<file path="config.mk">
export PLATFORM = sky130hd
export DESIGN_NAME = countdown_timer_ctrl
export DESIGN_NICKNAME = d
export VERILOG_FILES = /design/src/rtl/countdown_timer_ctrl.sv
export SDC_FILE = /design/constraint.sdc
export NUM_CORES = 1
export LEC_CHECK = 0
export CORE_ASPECT_RATIO = 1.25
export CORE_UTILIZATION = 54
export DETAILED_ROUTE_END_ITERATION = 10
export PLACE_DENSITY = 0.78
export SYNTH_ARGS = -nofsm -noshare
export SYNTH_HDL_FRONTEND = slang
export SYNTH_SLANG_ARGS = --single-unit
</file>
<file path="constraint.sdc">
create_clock -name clk -period 3 [get_ports clk]
set_input_delay 0.6 -clock clk [delete_from_list [all_inputs] [get_ports clk]]
set_output_delay 0.6 -clock clk [all_outputs]
set_load 0.005 [all_outputs]
</file>
<file path="src/rtl/countdown_timer_ctrl.sv">
// countdown_timer_ctrl: mm:ss BCD countdown timer with preset reload, pause/resume,
// auto-repeat, synchronous clear and a flashing LED bank on expiry.
module countdown_timer_ctrl #(
  parameter int unsigned TICK_DIV  = 50000000,
  parameter int unsigned FLASH_DIV = 25000000,
  parameter int unsigned LED_W     = 10
) (
  input  logic             clk,
  input  logic             reset,
  input  logic             clr,
  input  logic             set,
  input  logic             startStop,
  input  logic             repeat_en,
  input  logic [7:0]       sw,
  output logic [7:0]       min_bcd,
  output logic [7:0]       sec_bcd,
  output logic [LED_W-1:0] ledr,
  output logic [2:0]       state_o,
  output logic             running,
  output logic             done
);

  localparam int unsigned TickW  = $clog2(TICK_DIV);
  localparam int unsigned FlashW = $clog2(FLASH_DIV);

  typedef enum logic [2:0] {
    StIdle   = 3'd0,
    StSetSec = 3'd1,
    StSetMin = 3'd2,
    StReady  = 3'd3,
    StRun    = 3'd4,
    StFlash  = 3'd5
  } state_e;

  state_e             r_state, w_state_d;
  logic [7:0]         r_min, w_min_d;
  logic [7:0]         r_sec, w_sec_d;
  logic [15:0]        r_preset, w_preset_d;
  logic [TickW-1:0]   r_presc, w_presc_d;
  logic [FlashW-1:0]  r_flash_cnt, w_flash_cnt_d;
  logic [LED_W-1:0]   r_ledr, w_ledr_d;
  logic               r_running;
  logic               r_done, w_done_d;

  logic [7:0]         w_sw_sec, w_sw_min;
  logic [7:0]         w_dec_sec, w_dec_min;
  logic               w_tick, w_expire;

  function automatic logic [3:0] clamp(input logic [3:0] v, input logic [3:0] lim);
    return (v > lim) ? lim : v;
  endfunction

  // One-step BCD decrement of a digit pair; 00 wraps to {tens_wrap, 9}.
  function automatic logic [7:0] dec_pair(input logic [7:0] v, input logic [3:0] tens_wrap);
    if (v[3:0] != 4'd0) begin
      return {v[7:4], v[3:0] - 4'd1};
    end else if (v[7:4] != 4'd0) begin
      return {v[7:4] - 4'd1, 4'd9};
    end
    return {tens_wrap, 4'd9};
  endfunction

  assign w_sw_sec  = {clamp(sw[7:4], 4'd5), clamp(sw[3:0], 4'd9)};
  assign w_sw_min  = {clamp(sw[7:4], 4'd9), clamp(sw[3:0], 4'd9)};
  assign w_tick    = (r_state == StRun) && (r_presc == TickW'(TICK_DIV - 1));
  assign w_dec_sec = dec_pair(r_sec, 4'd5);
  // Minutes borrow only when seconds roll over from 00.
  assign w_dec_min = (r_sec == 8'h00) ? dec_pair(r_min, 4'd9) : r_min;
  assign w_expire  = w_tick && (w_dec_sec == 8'h00) && (w_dec_min == 8'h00);

  // Next-state and datapath: clr, then expiry, then startStop, then set.
  always_comb begin
    w_state_d     = r_state;
    w_min_d       = r_min;
    w_sec_d       = r_sec;
    w_preset_d    = r_preset;
    w_presc_d     = r_presc;
    w_flash_cnt_d = r_flash_cnt;
    w_ledr_d      = '0;
    w_done_d      = 1'b0;
    if (clr) begin
      w_state_d     = StIdle;
      w_min_d       = '0;
      w_sec_d       = '0;
      w_preset_d    = '0;
      w_presc_d     = '0;
      w_flash_cnt_d = '0;
    end else begin
      case (r_state)
        StIdle: w_state_d = StSetSec;
        StSetSec: begin
          w_sec_d = w_sw_sec;
          if (set) w_state_d = StSetMin;
        end
        StSetMin: begin
          w_min_d = w_sw_min;
          if (set) begin
            w_state_d  = StReady;
            w_preset_d = {w_sw_min, r_sec};
            w_presc_d  = '0;
          end
        end
        StReady: begin
          if (startStop) begin
            if ({r_min, r_sec} != 16'h0000) w_state_d = StRun;
          end else if (set) begin
            w_state_d = StSetSec;
          end
        end
        StRun: begin
          if (w_tick) begin
            w_presc_d = '0;
            w_min_d   = w_dec_min;
            w_sec_d   = w_dec_sec;
          end else begin
            w_presc_d = r_presc + TickW'(1);
          end
          if (w_expire) begin
            w_done_d = 1'b1;
            if (repeat_en) begin
              w_min_d = r_preset[15:8];
              w_sec_d = r_preset[7:0];
            end else begin
              w_state_d     = StFlash;
              w_ledr_d      = {LED_W{1'b1}};
              w_flash_cnt_d = '0;
            end
          end else if (startStop) begin
            // Pause keeps the prescaler so resume continues the fractional second.
            w_state_d = StReady;
          end
        end
        StFlash: begin
          if (startStop) begin
            w_state_d     = StReady;
            w_min_d       = r_preset[15:8];
            w_sec_d       = r_preset[7:0];
            w_presc_d     = '0;
            w_flash_cnt_d = '0;
          end else if (r_flash_cnt == FlashW'(FLASH_DIV - 1)) begin
            w_flash_cnt_d = '0;
            w_ledr_d      = ~r_ledr;
          end else begin
            w_flash_cnt_d = r_flash_cnt + FlashW'(1);
            w_ledr_d      = r_ledr;
          end
        end
        default: w_state_d = StIdle;
      endcase
    end
  end

  // State and datapath registers with asynchronous active-low reset.
  always_ff @(posedge clk or negedge reset) begin
    if (!reset) begin
      r_state     <= StIdle;
      r_min       <= '0;
      r_sec       <= '0;
      r_preset    <= '0;
      r_presc     <= '0;
      r_flash_cnt <= '0;
      r_ledr      <= '0;
      r_running   <= 1'b0;
      r_done      <= 1'b0;
    end else begin
      r_state     <= w_state_d;
      r_min       <= w_min_d;
      r_sec       <= w_sec_d;
      r_preset    <= w_preset_d;
      r_presc     <= w_presc_d;
      r_flash_cnt <= w_flash_cnt_d;
      r_ledr      <= w_ledr_d;
      r_running   <= (w_state_d == StRun);
      r_done      <= w_done_d;
    end
  end

  assign min_bcd = r_min;
  assign sec_bcd = r_sec;
  assign ledr    = r_ledr;
  assign state_o = r_state;
  assign running = r_running;
  assign done    = r_done;

endmodule

</file>
# Yosys cells after proc, flatten, opt, wreduce, memory -nomap -nowiden
# Index checks and enable logic that the tools add are counted.
dict set report op_classes {
  n_eq_ne 13
  n_lt_le_gt_ge 3
  mux 59
  bitwise 1
  n_reduce_logical 22
  add_sub_neg 6
}
# op count
set ops {}
lappend ops {{$mux 8} 17}
lappend ops {{$mux 25} 5}
lappend ops {{$mux 26} 4}
lappend ops {{$pmux 26 s3} 1}
lappend ops {{$mux 10} 5}
lappend ops {{$pmux 25 s2} 1}
lappend ops {{$mux 16} 3}
lappend ops {{$pmux 8 s3} 2}
lappend ops {{$mux 3} 9}
lappend ops {{$add 26x1->26 const B} 1}
lappend ops {{$eq 26x26->1 const B} 1}
lappend ops {{$add 25x1->25 const B} 1}
lappend ops {{$eq 25x25->1 const B} 1}
lappend ops {{$logic_not 8->1} 3}
lappend ops {{$reduce_bool 4->1} 6}
lappend ops {{$pmux 10 s2} 1}
lappend ops {{$pmux 3 s6} 1}
lappend ops {{$reduce_bool 16->1} 1}
lappend ops {{$sub 4x1->4 const B} 4}
lappend ops {{$mux 4} 3}
lappend ops {{$ne 3x3->1 const B} 4}
lappend ops {{$not 10->10} 1}
lappend ops {{$eq 3x3->1 const B} 3}
lappend ops {{$gt 4x4->1 const B} 2}
lappend ops {{11 further kinds} 24}
dict set report totals {
  reg_bits 98
  inputBits 14
  out_inout_bits 31
}

# Longest topological paths before layout
dict set report logic_depth {
  ltp_word 11
  ltp_mapped 11
}

# Worst setup path before layout
# Ideal clock, no wire load.
dict set report synth_path {
  path_kind {register -> register}
  startpoint {register r_sec[4] (netlist: sec_bcd[4])}
  endpoint {register r_sec[1] (netlist: sec_bcd[1])}
  path_buffers 2
  path_stages_with_launch 12
  setup_time_ps 122
  arrival_time_ps 2682
  setup_slack_ps 196
  period_less_slack_ps 2804
  path_cell_list {dfrtp_1 > inv_1 > ha_1 > nor3b_1 > clkbuf_1 > nand4_1 > xnor2_1 > nor3_4 > a21oi_2 > buf_2 > o21ai_0 > a32o_1}
}
dict set report synth_between {
  elab_chain_len 10
  word_cells_on_any_way 18
  classes_between {add/sub: 1; mux: 11; reduce/logical: 6}
}
# item line_no
set synth_lines {}
lappend synth_lines {{from (decl)} 37} ;# logic [7:0] r_sec, w_sec_d;
lappend synth_lines {{from (signal assigned)} 168} ;# r_sec <= w_sec_d;
lappend synth_lines {{$sub 4x1->4 or $reduce_bool 4->1 (tied branches)} {58, 57}}
lappend synth_lines {{$mux 8 or $mux 1 (tied branches)} 57} ;# end else if (v[7:4] != 4'd0) begin
lappend synth_lines {{$mux 8 or $mux 1 (tied branches)} 55} ;# if (v[3:0] != 4'd0) begin
lappend synth_lines {{$mux 8} 60} ;# return {tens_wrap, 4'd9};
lappend synth_lines {{$logic_not 8->1} 69} ;# assign w_expire = w_tick && (w_dec_sec == 8'h00) && (w_dec_min == 8'h00);
lappend synth_lines {{$logic_and 1x1->1 (2 in a row)} 69}
lappend synth_lines {{$mux 8 (*)} 118} ;# if (w_expire) begin
lappend synth_lines {{$pmux 8 s3 (*)} 89} ;# case (r_state)
lappend synth_lines {{$mux 8 (*)} 81} ;# if (clr) begin
# Mark *: on every way between the ends. The rest lies on a longest branch, timed or not. The select of a mux whose other input is x is not followed.
# A chain may end at the register's enable or synchronous reset.

# Final worst setup path
dict set report layout_path {
  startpoint {register r_presc[8]}
  endpoint {register r_min[4] (netlist: min_bcd[4])}
}
dict set report layout_between {
  elab_chain_len 7
  word_cells_on_any_way 9
  classes_between {eq/ne: 1; mux: 5; reduce/logical: 3}
}
# item line_no
set layout_lines {}
lappend layout_lines {{from (decl)} 39} ;# logic [TickW-1:0] r_presc, w_presc_d;
lappend layout_lines {{from (signal assigned)} 170} ;# r_presc <= w_presc_d;
lappend layout_lines {{$eq 26x26->1 (*)} 65} ;# assign w_tick = (r_state == StRun) && (r_presc == TickW'(TICK_DIV - 1));
lappend layout_lines {{$logic_and 1x1->1 (*)} 65}
lappend layout_lines {{$mux 8 or $logic_and 1x1->1 (tied branches)} {111, 69}}
lappend layout_lines {{$mux 8 or $logic_and 1x1->1 (tied branches)} {120, 69}}
lappend layout_lines {{$mux 8 (*)} 118}
lappend layout_lines {{$pmux 8 s3 (*)} 89}
lappend layout_lines {{$mux 8 (*)} 81}
lappend layout_lines {{to (signal assigned)} 167} ;# r_min <= w_min_d;
lappend layout_lines {{to (decl)} 36} ;# logic [7:0] r_min, w_min_d;
# Mark *: on every way between the ends. The rest lies on a longest branch, timed or not.

==> metrics.md <==
| Metric | Value |
|---|---|
| Netlist Area Pre-Place | `5948 µm²` |
| Crit. End Element | `register` |
| First-pass GRT wire length | `26.92 mm` |
| Post-CTS setup repair buffer count | `0` |
| Met2 routed wirelength | `8.072 mm` |
| Detailed-route via count | `5758` |
| Total routing usage reported by global routing | `0.3022` |
| Synth Warn # | `0` |
| Clock Path Buffers | `2` |
| Total nets after synthesis | `712` |
| Clock latency on the worst-skew pair | `350 ps` |
| Count of cell types in the netlist | `72` |
| Avg Synthesized Cell Area | `8.596 µm²` |
| Switching power as a share of total power | `0.2888` |
| Number of pins exceeding their max-slew limit in the final report | `0` |
| Max rail drop VDD | `0.3047 mV` |
| Series of cell instances along the critical path | `or4b_1 -> or4_1 -> nor3_1 -> nor4b_4 -> a21oi_2 -> buf_12 -> or3_1 -> a32o_1` |
| Initial Utilization | `0.5576` |
| Crit-path leading delay family | `simple AND/OR/NAND/NOR gates` |
| Die footprint | `11440 µm²` |
| Final standard cell utilization of the core | `0.6685` |
| TritonCTS clock tree | `yes` |
| Final worst clock skew | `8.470 ps` |
| Largest net degree at the start of global routing | `55` |
| Final critical-path share of the clock period | `0.9584` |
| Worst r2r dst | `min_bcd[4]$_DFFE_PN0P_` |
| Number of register bits inferred by synthesis | `98` |
| Post-detail-place hpwl | `11.52 mm` |
| Min-delay worst type | `in2async` |
| Final setup slack of the worst path | `124.7 ps` |
| Max frequency | `347.8 MHz` |
| Die W | `95.88 µm` |
| Setup repair after global routing missed its margin | `no` |
| Port Buffer Count | `44` |
| Power share of the combinational group | `0.192` |
| Crit. path cell count | `8` |
| Sw power | `919.8 µW` |
| Worst endpoint data arrival time | `3120 ps` |
| Iteration-0 DRC count of the detailed router | `416` |
| Antenna violations before repair | `0` |
| Final Routed Wirelength | `16.44 mm` |
| CTS Root Cell | `clkbuf_16` |
| Overall overflow remaining after global route | `0` |
| Number of maximum-capacitance violations | `0` |
| Result of the run | `finished, final reports clean` |
| Routed length per placed instance | `18.35 µm` |
| Number of H-tree levels | `3` |
| Sequential cell area fraction in the yosys report | `0.4123` |
| Data required, critical path | `3240 ps` |
| Final Hold Violating Endpoints | `0` |
| Number of nets in the final layout | `779` |
| Antenna cell count | `0` |
| Internal portion of total power | `2.265 mW` |
| Hold Slack | `249.1 ps` |
| WS Path Type | `reg2reg` |
| Number of buffers created by CTS | `9` |
| Slowest library cell on the worst path | `or4b_1` |
| Vias in the first global route | `5549` |
| Setup violations, final | `0` |
| Minimum clock period | `2875 ps` |
| Detailed-route DRC error count | `0` |
| Number of flops mapped to enable cells by yosys | `0` |
| Top library cells by usage in the layout, fill and taps aside | `dfrtp_1, nor2_1, nand2_1` |
| Start point of the critical path | `r_presc[8]$_DFFE_PN0P_` |
| Critical path destination | `min_bcd[4]$_DFFE_PN0P_` |
| Core box area | `10670 µm²` |
| Number of optimization iterations in the first detailed-route pass | `7` |
| Leading register cell type out of synthesis | `dfrtp_1` |
| Slew HR | `0.3441` |
| Area growth from synthesis to layout | `19.90%` |
| Seq pwr share | `0.436` |
| Wire length on met3 | `866 µm` |
| Synth async-reset ratio | `1.000` |
| TritonCTS sink count | `98` |
| Actual transition at the worst max-transition pin | `976.4 ps` |
| Chip Height | `119.3 µm` |
| Worst reg2reg setup slack | `120 ps` |
| Share of final-layout standard cells stronger than drive strength 1 | `0.1230` |
| Path depth of the worst reg2reg path | `8` |
| Vias per inst | `6.426` |
| Post-DRT Antenna Nets | `0` |
| Pre-CTS WS | `140.5 ps` |
| Power density relative to cell area | `446.6 nW/µm²` |
| Clock share of power | `0.372` |
| Uppermost layer routed | `met4` |
| Total I/O pin count | `45` |
| Critical path fanouts, max | `16` |
| M1 wire length | `6.809 mm` |
| Final-layout setup total negative slack | `0 ps` |
| Slowest Stage Delay on Critical Path | `540 ps` |
| Number of cells produced by synthesis | `692` |
| Buffers plus inverters on the worst setup path | `1` |
| CP Launch Type | `register` |
| Clock transition at the registers of the reported paths | `70 ps` |
| Last weighted congestion value of the routability-driven placer | `0.9023` |
| Commonest non-fill, non-tap cell in the layout | `dfrtp_1` |
| Std-Cell Rows | `42` |
| Lkg Pwr | `2.952 nW` |
| RR Startpoint | `r_presc[8]$_DFFE_PN0P_` |
-- flip-flops by register name (all words and copies together) (netlist names) --
name         count
done             1
r_presc         26
r_flash_cnt     25
min_bcd          8
sec_bcd          8
state_o          3
running          1
r_preset        16
ledr            10
-- cells by family after synthesis --
kind of cell | Yosys count | share of synthesized area
simple gates | 307 | 0.2718
compound gates | 175 | 0.1939
xor+xnor | 18 | 0.02650
flops | 98 | 0.4123
fa+ha+maj | 6 | 0.01262
mux | 22 | 0.03849
buf+inv | 66 | 0.04438
-- metrics by stage --
step                total power, mW  area (µm²)  instances
finish                        3.185        7132        896
floorplan                     1.738        5948        692
global placement              1.991        6809        880
CTS                           3.188        7112        896
detailed placement            1.999        6809        880
global route                  3.317        7132        896
-- power groups by stage --
stage | Combinational (mW) | Sequential [mW] | Clock [mW]
detailed placement | 0.588 | 1.41 | 0
floorplan | 0.325 | 1.41 | 0
finish | 0.612 | 1.39 | 1.19
global route | 0.662 | 1.39 | 1.26
CTS | 0.593 | 1.39 | 1.21
global placement | 0.581 | 1.41 | 0
-- worst min-delay path by stage --
stage,to,slack [ps],cells past startpoint
global route,r_presc[3]$_DFFE_PN0P_,290,1
finish,r_presc[3]$_DFFE_PN0P_,250,1
detailed placement,r_preset[1]$_DFFE_PN0P_,470,2
global placement,r_preset[1]$_DFFE_PN0P_,460,2
CTS,r_presc[3]$_DFFE_PN0P_,270,1
floorplan,done$_DFF_PN0_,300,0
-- cell type report --
cell class,count,area (µm²)
Inverter,25,93.84
Tap cell,132,165.2
Clock inverter,7,77.57
Timing Repair Buffer,97,860.8
Clock buffer,9,225.2
Sequential cell,98,2452
Fill cell,879,3536
Multi-Input combinational cell,528,3257
-- metal layers --
metal | vias to the layer above | track usage
li1 | 2665 | -
met1 | 2815 | 0.3851
met2 | 228 | 0.4804
met3 | 50 | 0.04917
met4 | 0 | 0.1716
met5 | - | 0
-- repair_timing --
action	CTS	global route
endpoints found under the setup margin	0	16
resized for setup	0	3
hold buffers	0	0
-- synth_stat cells (all sizes together), types with 13 or more instances --
library cell  instances  share of area
o21ai                53          0.045
nand2                72          0.045
nor3                 21          0.020
nand3                37          0.032
a22o                 13          0.019
dfrtp                98           0.41
inv                  25          0.016
nor4                 14          0.020
clkbuf               30          0.019
a21oi                34          0.029
nor2                 75          0.047
a31oi                17          0.018
mux2i                18          0.030
Note: power is estimated with default switching activity, not from simulation.
